===== config.mk =====
export PLATFORM = sky130hd
export DESIGN_NAME = gpio_switch_input
export DESIGN_NICKNAME = d
export VERILOG_FILES = /design/src/rtl/gpio_switch_input.sv
export SDC_FILE = /design/constraint.sdc
export NUM_CORES = 1
export LEC_CHECK = 0
export CAP_MARGIN = 20
export CORE_MARGIN = 1
export CORE_UTILIZATION = 50
export DETAILED_ROUTE_END_ITERATION = 6
export HOLD_SLACK_MARGIN = 0.12
export PLACE_DENSITY = 0.68
export SLEW_MARGIN = 20
export SYNTH_ARGS = -nofsm -noshare
export SYNTH_HDL_FRONTEND = slang
export SYNTH_SLANG_ARGS = --single-unit
export TNS_END_PERCENT = 50

===== constraint.sdc =====
create_clock -name i_clk -period 6.8 [get_ports i_clk]
set_input_delay 1.02 -clock i_clk [delete_from_list [all_inputs] [get_ports i_clk]]
set_output_delay 1.02 -clock i_clk [all_outputs]
set_load 0.03 [all_outputs]

===== src/rtl/gpio_switch_input.sv =====
// gpio_switch_input
// Switch/button input port for the microblaze SoC, the inbound partner of the
// LED output port. Raw inputs are synchronised, debounced per bit, and rising
// edges of the debounced state are latched into a sticky capture register
// that drives a maskable, registered interrupt. The CPU sees three registers
// over a single-cycle sel/rd/wr/ack bus:
//   addr 0 : debounced state (read-only)
//   addr 1 : capture (write-1-to-clear; a new edge in the same cycle wins)
//   addr 2 : interrupt mask (read/write)
//   addr 3 : reads zero, writes ignored
// Optional build macro GPIO_IN_BOTH_EDGES_EN: when defined, capture bits set
// on any accepted state change; otherwise only 0->1 changes are captured.
module gpio_switch_input #(
  parameter int WIDTH           = 8,
  parameter int DEBOUNCE_CYCLES = 16000,
  parameter int CNT_W           = 15
) (
  input  logic             i_clk,
  input  logic             i_reset,
  input  logic [WIDTH-1:0] i_sw_in,
  input  logic             i_sel,
  input  logic             i_rd,
  input  logic             i_wr,
  input  logic [1:0]       i_addr,
  input  logic [WIDTH-1:0] i_wdata,
  output logic [WIDTH-1:0] o_rdata,
  output logic             o_ack,
  output logic             o_irq
);

  // Final count value: when a mismatch is still present here the change is accepted.
  localparam logic [CNT_W-1:0] LP_CNT_LAST = CNT_W'(DEBOUNCE_CYCLES - 1);

  logic [WIDTH-1:0] r_sync1;
  logic [WIDTH-1:0] r_sync2;
  logic [WIDTH-1:0] r_state;
  logic [CNT_W-1:0] r_cnt [WIDTH];
  logic [WIDTH-1:0] r_cap;
  logic [WIDTH-1:0] r_mask;
  logic [WIDTH-1:0] r_rdata;
  logic             r_ack;
  logic             r_irq;

  logic [WIDTH-1:0] w_accept;
  logic [WIDTH-1:0] w_capSet;
  logic [WIDTH-1:0] w_w1c;
  logic [WIDTH-1:0] w_capNext;
  logic [WIDTH-1:0] w_readMux;
  logic             w_start;
  logic             w_write;
  logic             w_read;

  // Two-flop synchroniser bringing the asynchronous switch lines into the clock domain.
  always_ff @(posedge i_clk or posedge i_reset) begin
    if (i_reset) begin
      r_sync1 <= '0;
      r_sync2 <= '0;
    end else begin
      r_sync1 <= i_sw_in;
      r_sync2 <= r_sync1;
    end
  end

  // A bit is accepted when its synchronised value has disagreed with the state for the full debounce window.
  always_comb begin
    w_accept = '0;
    for (int i = 0; i < WIDTH; i++) begin
      w_accept[i] = (r_sync2[i] != r_state[i]) && (r_cnt[i] == LP_CNT_LAST);
    end
  end

  // Per-bit debounce: count consecutive mismatching cycles, any agreement restarts the window.
  always_ff @(posedge i_clk or posedge i_reset) begin
    if (i_reset) begin
      r_state <= '0;
      for (int i = 0; i < WIDTH; i++) begin
        r_cnt[i] <= '0;
      end
    end else begin
      for (int i = 0; i < WIDTH; i++) begin
        if (r_sync2[i] == r_state[i]) begin
          r_cnt[i] <= '0;
        end else if (w_accept[i]) begin
          r_state[i] <= r_sync2[i];
          r_cnt[i]   <= '0;
        end else begin
          r_cnt[i] <= r_cnt[i] + CNT_W'(1);
        end
      end
    end
  end

`ifdef GPIO_IN_BOTH_EDGES_EN
  assign w_capSet = w_accept;
`else
  assign w_capSet = w_accept & r_sync2;
`endif

  // Bus decode: a new access may only start while no acknowledge is pending,
  // which yields the mandatory idle cycle between back-to-back accesses.
  assign w_start   = i_sel & (i_rd | i_wr) & ~r_ack;
  assign w_write   = w_start & i_wr;
  assign w_read    = w_start & i_rd & ~i_wr;
  assign w_w1c     = (w_write && (i_addr == 2'd1)) ? i_wdata : '0;
  assign w_capNext = (r_cap & ~w_w1c) | w_capSet;

  // Register read multiplexer, sampled on the edge that starts the access.
  always_comb begin
    w_readMux = '0;
    case (i_addr)
      2'd0:    w_readMux = r_state;
      2'd1:    w_readMux = r_cap;
      2'd2:    w_readMux = r_mask;
      default: w_readMux = '0;
    endcase
  end

  // Capture, mask and interrupt registers; irq follows cap&mask one clock later.
  always_ff @(posedge i_clk or posedge i_reset) begin
    if (i_reset) begin
      r_cap  <= '0;
      r_mask <= '0;
      r_irq  <= 1'b0;
    end else begin
      r_cap <= w_capNext;
      if (w_write && (i_addr == 2'd2)) begin
        r_mask <= i_wdata;
      end
      r_irq <= |(r_cap & r_mask);
    end
  end

  // Acknowledge and read data: one-cycle ack, rdata is zero unless a pure read completes.
  always_ff @(posedge i_clk or posedge i_reset) begin
    if (i_reset) begin
      r_ack   <= 1'b0;
      r_rdata <= '0;
    end else begin
      r_ack   <= w_start;
      r_rdata <= w_read ? w_readMux : '0;
    end
  end

  assign o_rdata = r_rdata;
  assign o_ack   = r_ack;
  assign o_irq   = r_irq;

endmodule


==> impl_metrics.yaml <==
cts:
  cts.htree.levels: 4
  cts_tree: "yes"
  holdBufCountCts: 0
  cts_buffer_depth: 2
  root_buffer: "clkbuf_16"
  clkSinkCount: 170
  cts-buffers-inserted: 17
  cts_resized: 0
  cts.clk_slew.worst_paths_ps: 60
  clk_latency_ps: 430
  postCtsSetupRepairBufs: 0
final_layout:
  area_growth_syn_to_layout_pct: 13.72
  final_layout_size_suffix_gt1_frac: 0.07134
  fin_nets: 789
  diodes: 0
  fin_area_um2: 8745
global_route:
  globalRouteOverflowTotal: 0
  grt_pass1_wl_um: 25760
  grt_usage: 0.2027
  antenna_found_initial: 0
  grt_pass1_vias: 5320
  grt_max_degree: 94
floorplan:
  coreArea_um2: 14750
  placementRows: 44
  die_w_um: 126.0
  die_area_um2: 15880
  start_util: 0.5212
  die_h_um: 126.0
  io-pin-count: 33
worst_hold_path:
  min_from: "r_sync1[1]$_DFF_PP0_"
  hold_path_depth: 0
  min_to: "r_sync2[1]$_DFF_PP0_"
  hp-class: "register to register"
setup_path:
  rr_worst_depth: 5
  startpoint: "i_addr[1]"
  rr_endpoint: "r_cnt[7]$_DFF_PP0_"
  crit_type: "input pin to register"
  rrSetupSlack_ps: 4910
  worst-path-buf-inv: 1
  worstPathRequired_ps: 7090
  cp.arrival_ps: 3160
  cp_slowest_cell: "clkdlybuf4s50_1"
  cp_top_family: "simple AND/OR/NAND/NOR gates"
  regToRegStartpoint: "r_cnt[0]$_DFF_PP0_"
  path_max_fanout: 11
  end_kind: "register"
  crit_path_frequent_cell: "o21ai_0"
  crit_path_start_kind: "input pin"
  critical-path-max-stage-delay_ps: 720
  cp_cell_sequence: "clkdlybuf4s50_1 > nor2b_1 > nand3_1 > o21ai_0 > o21ai_0"
routing:
  wirelength_um: 14310
  via_count: 5297
  viasPerCell: 5.547
  dr.pass1.iters: 5
  drt_iter0_drc: 322
  wire_per_inst_um: 14.99
  drc: 0
  ant_nets: 0
placed_design:
  dp_hpwl_um: 9790
  io_buffers: 32
  gp_congestion: 0.8324
  place_area_um2: 8152
synthesis:
  synth_seq_area_share: 0.5532
  yosysWarnings: 0
  syn-cell-area_um2: 7690
  synth_ff_type: "dfrtp_1"
  syn_inst: 728
  ys_seq_elements: 170
  synth_top_area_share: 0.5532
  synthTopCellsByArea: "dfrtp_1 (55%), xor2_1 (7.7%), nor2_1 (6.2%), xnor2_1 (4.1%), nand3_1 (3.1%)"
  synth.distinct_cells: 35
  synth_commonest_cells: "dfrtp_1 (170), nor2_1 (127), xor2_1 (68)"
  synthesis.nets: 759
  synth-edff-count: 0
  avgSynthCellArea_um2: 10.56
  yosys.area.top_type: "dfrtp_1"
  async_flop_share: 1.000
  yosysMostFrequentCell: "dfrtp_1"
power:
  leakagePower_nw: 3.827
  power_density_nw_per_um2: 249.3
  ir_drop_mv: 0.1827
sta:
  finalSetupTns_ps: 0
  fin_worst_skew_ps: 5.228
  max_freq_ghz: 0.3495
  final-hold-violation-count: 0
  tightestPinTransition_ps: 962.4
  slew_viol_final: 0
  slew_headroom: 0.3584
  setup_viol: 0
  rsz0062_at_grt: "false"
  min_period_ps: 2861
  min_period_over_period: 0.4207
run:
  maxCapViolations: 0
run_status:
  status: "finished, final reports clean"
-- cell families (layout without fill, tap and decap cells) --
| logic type | count (synthesis) | after routing | share of synthesized area |
|---|---|---|---|
| AND/OR/NAND/NOR | 350 | 350 | 0.2325 |
| flip-flops | 170 | 170 | 0.5532 |
| XOR/XNOR | 104 | 104 | 0.1185 |
| AO/OA/AOI/OAI | 38 | 38 | 0.02994 |
| buffers and inverters | 34 | 77 | 0.01904 |
| multiplexers | 24 | 24 | 0.03384 |
| adder cells (fa/ha/maj) | 8 | 8 | 0.01302 |
-- power breakdown --
| group | switching, W | internal, W | leakage [nW] | total (W) |
|---|---|---|---|---|
| clock network | 0.000415 | 0.000548 | 0.285 | 0.000963 |
| logic | 0.0000741 | 0.0000548 | 1.25 | 0.000129 |
| registers | 0.0000355 | 0.00105 | 2.29 | 0.00109 |
| total | 0.000525 | 0.00166 | 3.83 | 0.00218 |
-- state kept, by name, indices dropped and copies added, names as in the netlist --
| signal | count |
|---|---|
| r_sync2 | 8 |
| r_cnt | 120 |
| o_irq | 1 |
| o_ack | 1 |
| r_cap | 8 |
| o_rdata | 8 |
| r_state | 8 |
| r_mask | 8 |
| r_sync1 | 8 |
-- area by class of cell --
class	instances	area, um2
clock inverters	15	167.7
clock buffers	17	425.4
repair buffers	33	327.8
well taps	184	230.2
fillers	1253	6010
multi-input cells	524	3289
flip-flops and latches	170	4254
inverters	12	50.05
-- worst max path at each step --
stage | end | slack, ps | cells after the start
6_report | r_cap[4]$_DFF_PP0_ | 3940 | 5
3_3_place_gp | r_cap[1]$_DFF_PP0_ | 3630 | 5
5_1_grt | r_cap[1]$_DFF_PP0_ | 3650 | 5
4_1_cts | r_cap[1]$_DFF_PP0_ | 3990 | 5
3_5_place_dp | r_cap[7]$_DFF_PP0_ | 3540 | 5
2_1_floorplan | o_ack$_DFF_PP0_ | 1180 | 1
-- placed cells by master, fill, tap and decap left out, drive strengths merged, types with 8 or more instances in the layout --
| cell | instances |
|---|---|
| clkdlybuf4s50 | 32 |
| mux2i | 8 |
| inv | 16 |
| a21oi | 16 |
| nor3 | 10 |
| and2 | 11 |
| nand2b | 14 |
| xor2 | 68 |
| ha | 8 |
| and4 | 25 |
| nand4 | 35 |
| nor2 | 127 |
| xnor2 | 36 |
| and3 | 12 |
| o21ai | 14 |
| nand2 | 43 |
| nand3 | 48 |
| clkbuf | 17 |
| mux2 | 16 |
| nor4 | 12 |
| dfrtp | 170 |
-- through the flow --
step                hold slack, ps  setup WS [ps]  cells  utilization  total power (W)
finish                       348.9           3939    955       0.5927         0.002180
global route                 353.5           3645    955       0.5927         0.002265
CTS                          349.6           3992    955       0.5927         0.002205
detailed placement           334.7           3543    923       0.5525         0.001238
global placement             333.8           3630    923       0.5525         0.001232
floorplan                    331.2           1177    728            -         0.001185
-- metal layers --
| metal | up-vias | wire (um) | global-route usage |
|---|---|---|---|
| met5 | - | 0 | 0 |
| met4 | 0 | 191 | 0.06378 |
| met3 | 18 | 573 | 0.04970 |
| met2 | 101 | 6632 | 0.3136 |
| met1 | 2598 | 6915 | 0.2823 |
| li1 | 2580 | - | - |
(Power assumes the default switching activity.)
